==> src/rtl/primocheck_if.sv <==
// Handshake bundle for the primality checker: the requester drives go/num,
// and the checker returns ready plus the registered result.
interface primocheck_if #(
  parameter int WIDTH_LOG = 4
);
  localparam int WIDTH = 1 << WIDTH_LOG;

  logic             go;
  logic [WIDTH-1:0] num;
  logic             ready;
  logic             is_prime;
  logic [WIDTH-1:0] factor;

  modport master (output go, output num, input ready, input is_prime, input factor);
  modport slave  (input go, input num, output ready, output is_prime, output factor);
endinterface

==> src/rtl/primocheck.sv <==
// Primality checker: trial division by 2, then odd divisors 3, 5, 7, ...
// until divisor^2 exceeds the candidate, using a bit-serial restoring divider.
module primocheck #(
  parameter int WIDTH_LOG = 4
) (
  input  logic        clk,
  input  logic        rst,
  primocheck_if.slave bus
);
  localparam int WIDTH = 1 << WIDTH_LOG;
  localparam logic [2*WIDTH-1:0] DSQ_FOUR = {{(2*WIDTH-3){1'b0}}, 3'b100};

  typedef enum logic [1:0] {IDLE, CHECK, DIV, TEST} state_t;

  state_t               state, state_nx;
  logic [WIDTH-1:0]     n, n_nx;
  logic [WIDTH-1:0]     d, d_nx;
  logic [2*WIDTH-1:0]   dsq, dsq_nx;
  logic [WIDTH:0]       r, r_nx;
  logic [WIDTH_LOG-1:0] bit_idx, bit_idx_nx;
  logic                 ready, ready_nx;
  logic                 is_prime, is_prime_nx;
  logic [WIDTH-1:0]     factor, factor_nx;

  logic [WIDTH-1:0]     d_step;
  logic [2*WIDTH-1:0]   dsq_step;

  // One restoring-division step: shift in the next dividend bit, subtract if it fits.
  function automatic logic [WIDTH:0] div_step(input logic [WIDTH:0] rem,
                                               input logic nbit,
                                               input logic [WIDTH-1:0] dv);
    logic [WIDTH:0] sh;
    sh = {rem[WIDTH-1:0], nbit};
    if (sh >= {1'b0, dv}) sh = sh - {1'b0, dv};
    return sh;
  endfunction

  // (d+2)^2 = d^2 + 4d + 4, kept in double width so it never wraps.
  assign d_step   = d + WIDTH'(2);
  assign dsq_step = dsq + ({{WIDTH{1'b0}}, d} << 2) + DSQ_FOUR;

  always_ff @(posedge clk or negedge rst) begin
    if (!rst) begin
      state    <= IDLE;
      n        <= '0;
      d        <= '0;
      dsq      <= '0;
      r        <= '0;
      bit_idx  <= '0;
      ready    <= 1'b1;
      is_prime <= 1'b0;
      factor   <= '0;
    end else begin
      state    <= state_nx;
      n        <= n_nx;
      d        <= d_nx;
      dsq      <= dsq_nx;
      r        <= r_nx;
      bit_idx  <= bit_idx_nx;
      ready    <= ready_nx;
      is_prime <= is_prime_nx;
      factor   <= factor_nx;
    end
  end

  always_comb begin
    state_nx    = state;
    n_nx        = n;
    d_nx        = d;
    dsq_nx      = dsq;
    r_nx        = r;
    bit_idx_nx  = bit_idx;
    ready_nx    = ready;
    is_prime_nx = is_prime;
    factor_nx   = factor;

    case (state)
      IDLE: begin
        if (bus.go && ready) begin
          n_nx     = bus.num;
          ready_nx = 1'b0;
          state_nx = CHECK;
        end
      end

      CHECK: begin
        state_nx = IDLE;
        ready_nx = 1'b1;
        if (n < WIDTH'(2)) begin
          is_prime_nx = 1'b0;
          factor_nx   = '0;
        end else if (n == WIDTH'(2) || n == WIDTH'(3)) begin
          is_prime_nx = 1'b1;
          factor_nx   = '0;
        end else if (!n[0]) begin
          is_prime_nx = 1'b0;
          factor_nx   = WIDTH'(2);
        end else if (n < WIDTH'(9)) begin
          is_prime_nx = 1'b1;
          factor_nx   = '0;
        end else begin
          d_nx       = WIDTH'(3);
          dsq_nx     = (2*WIDTH)'(9);
          r_nx       = '0;
          bit_idx_nx = '1;
          ready_nx   = 1'b0;
          state_nx   = DIV;
        end
      end

      DIV: begin
        r_nx = div_step(r, n[bit_idx], d);
        if (bit_idx == '0) state_nx = TEST;
        else               bit_idx_nx = bit_idx - 1'b1;
      end

      TEST: begin
        if (r == '0) begin
          state_nx    = IDLE;
          ready_nx    = 1'b1;
          is_prime_nx = 1'b0;
          factor_nx   = d;
        end else if (dsq_step > {{WIDTH{1'b0}}, n}) begin
          state_nx    = IDLE;
          ready_nx    = 1'b1;
          is_prime_nx = 1'b1;
          factor_nx   = '0;
        end else begin
          d_nx       = d_step;
          dsq_nx     = dsq_step;
          r_nx       = '0;
          bit_idx_nx = '1;
          state_nx   = DIV;
        end
      end

      default: begin
        state_nx    = IDLE;
        ready_nx    = 1'b1;
        is_prime_nx = 1'b0;
        factor_nx   = '0;
      end
    endcase
  end

  assign bus.ready    = ready;
  assign bus.is_prime = is_prime;
  assign bus.factor   = factor;
endmodule

==> src/flat_wrapper.sv <==
// flat-port wrapper written by rule: the top's interface ports become plain ports
module primocheck_flat 
#(
  parameter int WIDTH_LOG = 4
)
  (clk, rst, bus_go, bus_num, bus_ready, bus_is_prime, bus_factor);
  primocheck_if #(.WIDTH_LOG(WIDTH_LOG)) bus_i ();
  input  logic clk;
  input  logic rst;
  input wire logic [$bits(bus_i.go)-1:0] bus_go;
  input wire logic [$bits(bus_i.num)-1:0] bus_num;
  output wire logic [$bits(bus_i.ready)-1:0] bus_ready;
  output wire logic [$bits(bus_i.is_prime)-1:0] bus_is_prime;
  output wire logic [$bits(bus_i.factor)-1:0] bus_factor;
  assign bus_i.go = bus_go;
  assign bus_i.num = bus_num;
  assign bus_ready = bus_i.ready;
  assign bus_is_prime = bus_i.is_prime;
  assign bus_factor = bus_i.factor;
  primocheck #(.WIDTH_LOG(WIDTH_LOG)) u_core (.clk(clk), .rst(rst), .bus(bus_i));
endmodule
==> config.mk <==
export PLATFORM = sky130hd
export DESIGN_NAME = primocheck_flat
export DESIGN_NICKNAME = d
export VERILOG_FILES = /design/src/rtl/primocheck_if.sv /design/src/rtl/primocheck.sv /design/src/flat_wrapper.sv
export SDC_FILE = /design/constraint.sdc
export NUM_CORES = 1
export LEC_CHECK = 0
export ABC_AREA = 1
export CAP_MARGIN = 40
export CORE_MARGIN = 2
export CORE_UTILIZATION = 55
export CTS_BUF_LIST = sky130_fd_sc_hd__clkbuf_4 sky130_fd_sc_hd__clkbuf_8
export CTS_CLUSTER_SIZE = 28
export DETAILED_ROUTE_END_ITERATION = 8
export PLACE_DENSITY = 0.75
export SETUP_SLACK_MARGIN = 0.4
export SLEW_MARGIN = 15
export SYNTH_ARGS = -nofsm -noshare
export SYNTH_HDL_FRONTEND = slang
export SYNTH_SLANG_ARGS = --single-unit
==> constraint.sdc <==
create_clock -name clk -period 3.65 [get_ports clk]
set_input_delay 1.095 -clock clk [delete_from_list [all_inputs] [get_ports clk]]
set_output_delay 1.095 -clock clk [all_outputs]
set_load 0.005 [all_outputs]
## Yosys cells after proc, flatten, opt, wreduce, memory -nomap -nowiden

Cells that the tools add are included.

- Add/subtract/negate cells: 5
- Multipliers: 0
- Divide/modulo/power cells: 0
- Magnitude comparators: 5
- Equal/unequal tests: 16
- Shift operators: 0
- Muxes and demuxes: 62
- Bitwise logic cells: 0
- Reductions and logical operators: 15

Operators with widths:

| cell | count |
|---|---|
| 16-bit 2-to-1 mux | 12 |
| 32-bit 2-to-1 mux | 6 |
| 17-bit 2-to-1 mux | 7 |
| 16-bit case mux with 2 select lines | 2 |
| 32-bit case mux with 2 select lines | 1 |
| 17-bit case mux with 3 select lines | 1 |
| 32-bit by 18-bit adder with 32-bit output | 1 |
| 32-bit by 3-bit adder with 32-bit output (second input constant) | 1 |
| 16-bit by 2-bit == test with 1-bit output (second input constant) | 2 |
| 32-bit by 16-bit > comparator with 1-bit output | 1 |
| 4-bit 2-to-1 mux | 7 |
| 17-bit by 16-bit greater-or-equal comparator with 1-bit output | 1 |
| 17-bit zero test | 1 |
| 17-bit by 16-bit subtractor with 17-bit output | 1 |
| 16-bit by 2-bit adder with 16-bit output (second input constant) | 1 |
| 16-bit by 2-bit less-than comparator with 1-bit output (second input constant) | 1 |
| 16-bit by 4-bit less-than comparator with 1-bit output (second input constant) | 1 |
| 2-bit 2-to-1 mux | 8 |
| 7-bit AND reduction | 2 |
| 1-bit 2-to-1 mux | 13 |
| 2-bit inequality test (second input constant) | 6 |
| 4-bit case mux with 3 select lines | 1 |
| 2-bit case mux with 4 select lines | 1 |
| 8-bit AND reduction | 1 |
| 18 further kinds | 24 |

- Register bits after elaboration: 105
- Bits in latches: 0
- Memory bits (writable): 0
- Memory bits (read-only): 0
- Output and inout port bits: 18
- Logic and storage cells: 112
- Memories kept: 0

## Logic depth before layout (Yosys ltp)

- Depth after elaboration: 6
- Depth in mapped cells: 30

## Worst setup path after synthesis

OpenSTA, ideal clock, no wires.

- Path type: reg2reg
- Start point: reg u_core.d[1]
- End point: reg u_core.is_prime (netlist: u_core.bus.is_prime)
- Arrival: 3,454 ps
- Data required time: 3,533 ps
- Setup slack: 79 ps
- Cell stages (with the launch flop): 29
- Buffers on the path: 1
- Clock period less this slack: 3,571 ps
- Path through: dfrtp_1 ha_1 ha_1 inv_1 fa_1 inv_1 nand3_1 nand3_1 nand3_1 nand2_1 xor2_1 ha_1 nand2_1 inv_1 nand2_1 a21oi_1 nor2_1 nand2_1 nand2_1 nand3_1 nor2_1 nand2_1 nor2_2 nand3_1 nand2_2 buf_6 nand2_1 nand2_1 nand2_1

- Cells in the longest elaborated chain, start to end: 5

Ends and longest elaborated chain:

| item | RTL line | text |
|---|---|---|
| from (decl) | primocheck.sv:17 | `logic [WIDTH-1:0] d, d_nx;` |
| from (signal assigned) | primocheck.sv:56 | `d <= d_nx;` |
| 32-bit by 18-bit adder with 32-bit output | primocheck.sv:40 | `assign dsq_step = dsq + ({{WIDTH{1'b0}}, d} << 2) + DSQ_FOUR;` |
| 32-bit by 3-bit adder with 32-bit output | primocheck.sv:40 |  |
| 32-bit by 16-bit > comparator with 1-bit output | primocheck.sv:123 | `end else if (dsq_step > {{WIDTH{1'b0}}, n}) begin` |
| 3-bit by 1-bit inequality test with 1-bit output (no source line) | - |  |
| 3-bit AND reduction (no source line) | - |  |
| to (signal assigned) | primocheck.sv:61 | `is_prime <= is_prime_nx;` |
| to (decl) | primocheck.sv:22 | `logic is_prime, is_prime_nx;` |

Every way passes these cells.
A chain may end at the register's enable or synchronous reset.

## Worst setup path in the final report

- Start point: reg u_core.d[12]
- End point: reg u_core.dsq[13]

- Cells in the longest elaborated chain, start to end: 5

Ends and longest elaborated chain:

| item | RTL line | text |
|---|---|---|
| 32-bit by 18-bit adder with 32-bit output | primocheck.sv:40 |  |
| 32-bit by 3-bit adder with 32-bit output | primocheck.sv:40 |  |
| 32-bit by 16-bit > comparator with 1-bit output | primocheck.sv:123 |  |
| 2-bit inequality test (no source line) | - |  |
| 7-bit AND reduction (no source line) | - |  |
| to (signal assigned) | primocheck.sv:57 | `dsq <= dsq_nx;` |
| to (decl) | primocheck.sv:18 | `logic [2*WIDTH-1:0] dsq, dsq_nx;` |

Every way passes these cells.

==> impl_metrics.tcl <==
set metrics [dict create \
    drtAntennaViolNets 0 \
    p_leak_nw 5.44 \
    synth_top_area_share_pct 32.5 \
    synth_area_leaders "dfrtp_1 33%, nand2_1 18%, ha_1 10%" \
    synth-edff-count 0 \
    antenna_found_initial 0 \
    clock_path_buffers 2 \
    hold-worst-slack_ns 0.472 \
    portBuffers 36 \
    clk_pin_slew_worst_paths_ns 0.11 \
    areaGrowthSynthToFinish_pct 27.9 \
    met3_usage_pct 6.18 \
    synthXorXnorAreaFrac_pct 3.76 \
    fin_ws_ns -0.150 \
    ioPinCount 37 \
    slew_viol_final 0 \
    grt_pass1_vias 7730 \
    rows 43 \
    drt_pass1_iterations 7 \
    worstHoldStart "u_core.dsq[0]$_DFFE_PN0P_" \
    gp_congestion 0.951 \
    drc 0 \
    yosys.area_share.simple_pct 37.8 \
    fp.dieH_um 124 \
    vias_per_cell 5.60 \
    grt_max_degree 71 \
    clock_sinks 104 \
    utilization_pct 72.5 \
    insertion_delay_ns 0.41 \
    slew-limit-headroom_pct 47.8 \
    fmaxAchievable_ghz 0.263 \
    internal_power_mw 3.08 \
    fin_cells 1486 \
    ys_seq_area_share_pct 32.8 \
    hold_viol_final 0 \
    hp-class "register to register" \
    grt.overflow.total 0 \
    grt_use_met1_pct 39.6 \
    avgSynthCellArea_um2 6.82 \
    synth-compound-area-share_pct 6.11 \
    clock-root-buffer "clkbuf_8" \
    wl_um 23800 \
    core_mm2 0.0140 \
    grt_usage_pct 31.1 \
    path_cells "ha_1 -> ha_1 -> nand2_1 -> inv_1 -> nand2_2 -> inv_1 -> a21oi_2 -> nand2_4 -> xor2_4 -> ha_4 -> nand4_1 -> nor2_2 -> nand3b_1 -> nand2_1 -> nand3_1 -> nor2_1 -> nand2_1 -> nor2_2 -> nand3_2 -> nand2_4 -> buf_12 -> nand3b_1 -> nand2_1" \
    synthMostInstantiatedCell "nand2_1" \
    crit_path_max_incr_delay_ns 0.42 \
    synth-seq-cells 104 \
    fin_nets 1387 \
    postPlaceCellArea_mm2 0.00922 \
    p_sw_share_pct 45.4 \
    grt_pass1_wl_um 36900 \
    min_period_over_period_pct 104 \
    p_clk_share_pct 13.9 \
    peakVddDrop_mv 0.406 \
    startpoint_type "register" \
    fillCellCount 1104 \
    slowest_stage "dfrtp_1" \
    synthArstFlopShare_pct 100 \
    cp_data_required_time_ns 3.99 \
    synth_adder_area_share_pct 10.8 \
    ys_warn_count 0 \
    synth_top_family_by_area "simple AND/OR/NAND/NOR gates" \
    synthDistinctLibCells 40 \
    setup_viol 84 \
    dieArea_mm2 0.0154 \
    use_met2_pct 52.8 \
    crit_top_cell "nand2_1" \
    critPathMaxFanout 16 \
    period_needed_ns 3.80 \
    drive_above_1_share_pct 18.6 \
    endpoint_kind "register" \
    rsz0062_at_grt "true" \
    synthTopCellsByCount "384 x nand2_1, 141 x inv_1, 130 x nand3_1" \
    drv_cap 0 \
    cts-buffers-inserted 9 \
    timing.rr.start "u_core.d[12]$_DFFE_PN0P_" \
    initial_core_util_pct 56.7 \
    n_antenna_cell 0 \
    p_sw_mw 2.56 \
    muxShareOfSynthArea_pct 0 \
    drt_iter0_drc 660 \
    skew_ns 0.0188 \
    avgRoutedWirePerCell_um 16.0 \
    cts.htree.levels 3 \
    dpl.hpwl_um 17100 \
    die_x_um 124 \
    syn_inst 1162 \
    synth_ff_type "dfrtp_1" \
    finalInstanceArea_mm2 0.0101 \
    worstMarginPinSlew_ns 0.776 \
    grt.busiest_layer "met2" \
    synth_top_cell_by_area "dfrtp_1" \
    p_seq_share_pct 30.0 \
    p_per_area_mw_per_mm2 557 \
    cts_tree "yes" \
    status "finished with violations" \
    crit_start "u_core.d[12]$_DFFE_PN0P_" \
    critPathKind "register to register" \
    route.vias.total 8323 \
    netlist_area_mm2 0.00793 \
    dp_cells 1444 \
    synthesis.nets 1248 \
    combinationalPowerShare_pct 56.1 \
    p_total_mw 5.65 \
    violations "negative setup slack" \
    critPathArrivalTime_ns 4.14 \
    cts_hold_buf 0 \
]
[metrics by stage]
stage	setup slack, ns	TNS (ns)
6_report	-0.150	-6.88
5_1_grt	-0.363	-24.47
4_1_cts	0.0317	0
3_5_place_dp	-0.165	-7.84
3_3_place_gp	-0.0959	-4.37
2_1_floorplan	0.215	0
[critical path: cells and delay by family, from the launching register on]
family | cells | cell delay, ns
XOR/XNOR | 1 | 0.17
AND/OR/NAND/NOR | 15 | 1.73
buffers and inverters | 3 | 0.32
AO/OA/AOI/OAI | 1 | 0.18
flip-flops | 1 | 0.42
adder cells (fa/ha/maj) | 3 | 0.91
[cell usage in the layout, fill, tap and decap left out, types with 8 or more instances in the layout]
cell type	count
clkbuf_8	9
nand3_1	118
inv_1	137
nor2_2	11
o21ai_0	14
nor2_1	98
nand4_1	13
nand2_4	10
nor3_1	17
nand2_1	349
nand3_2	12
dfrtp_1	102
nand2_2	28
xor2_1	19
ha_4	13
nor4_1	8
buf_4	107
ha_1	51
nand3b_1	23
a21oi_1	46
clkdlybuf4s50_1	35
[cells by family after synthesis]
kind of cell / count (synthesis)
simple gates: 697
buf+inv: 175
compound gates: 85
fa+ha+maj: 67
flops: 104
xor+xnor: 34
[flip-flops by register name (all words and copies together) (netlist names)]
register,count
u_core.dsq,31
u_core.r,17
u_core.bus.factor,16
u_core.d,16
u_core.n,16
u_core.bit_idx,4
u_core.state,2
u_core.bus.is_prime,1
u_core.bus.ready,1
[area by class of cell]
type	count	area, µm²	area share [%]
clock inverters	6	75.1	0.741
repair buffers	157	1410	13.9
multi-input cells	883	5140	50.7
well taps	180	225	2.22
inverters	146	548	5.41
flip-flops and latches	104	2610	25.7
clock buffers	10	131	1.30
[power by group through the flow]
stage | sequential [mW] | combinational, mW | clock, mW
floorplan | 1.64 | 2.15 | 0
global placement | 1.69 | 2.86 | 0
detailed placement | 1.70 | 2.98 | 0
CTS | 1.68 | 3.05 | 0.793
global route | 1.73 | 3.54 | 0.837
finish | 1.69 | 3.17 | 0.784
[path summary, 6_finish.rpt]
| check | end | slack, ns | cells past startpoint |
|---|---|---|---|
| setup / recovery | u_core.dsq[13]$_DFFE_PN0P_ | -0.15 | 23 |
| hold / removal | u_core.dsq[0]$_DFFE_PN0P_ | 0.47 | 2 |
| setup reg to reg | u_core.dsq[13]$_DFFE_PN0P_ | -0.15 | 23 |
| hold reg to reg | u_core.dsq[0]$_DFFE_PN0P_ | 0.47 | 2 |
| max in group asynchronous | u_core.dsq[23]$_DFFE_PN0P_ | 2.25 | 2 |
| min in group asynchronous | u_core.bus.factor[4]$_DFFE_PN0P_ | 0.62 | 1 |
[timing repair]
item / in CTS / in global routing
setup buffers: 17 / 5
cloned: 2 / 2
pin swaps: 26 / 12
resized for setup: 52 / 41
endpoints found under the setup margin: 85 / 85
[layer usage]
metal  wire [µm]  part of all wire (%)  vias to the layer above
met5           0                     0                        -
met4         658                   2.8                        0
met3        1610                   6.8                       62
met2       11600                    49                      330
met1        9910                    42                     3919
li1            -                     -                     4012
Note: power is estimated with default switching activity, not from simulation.
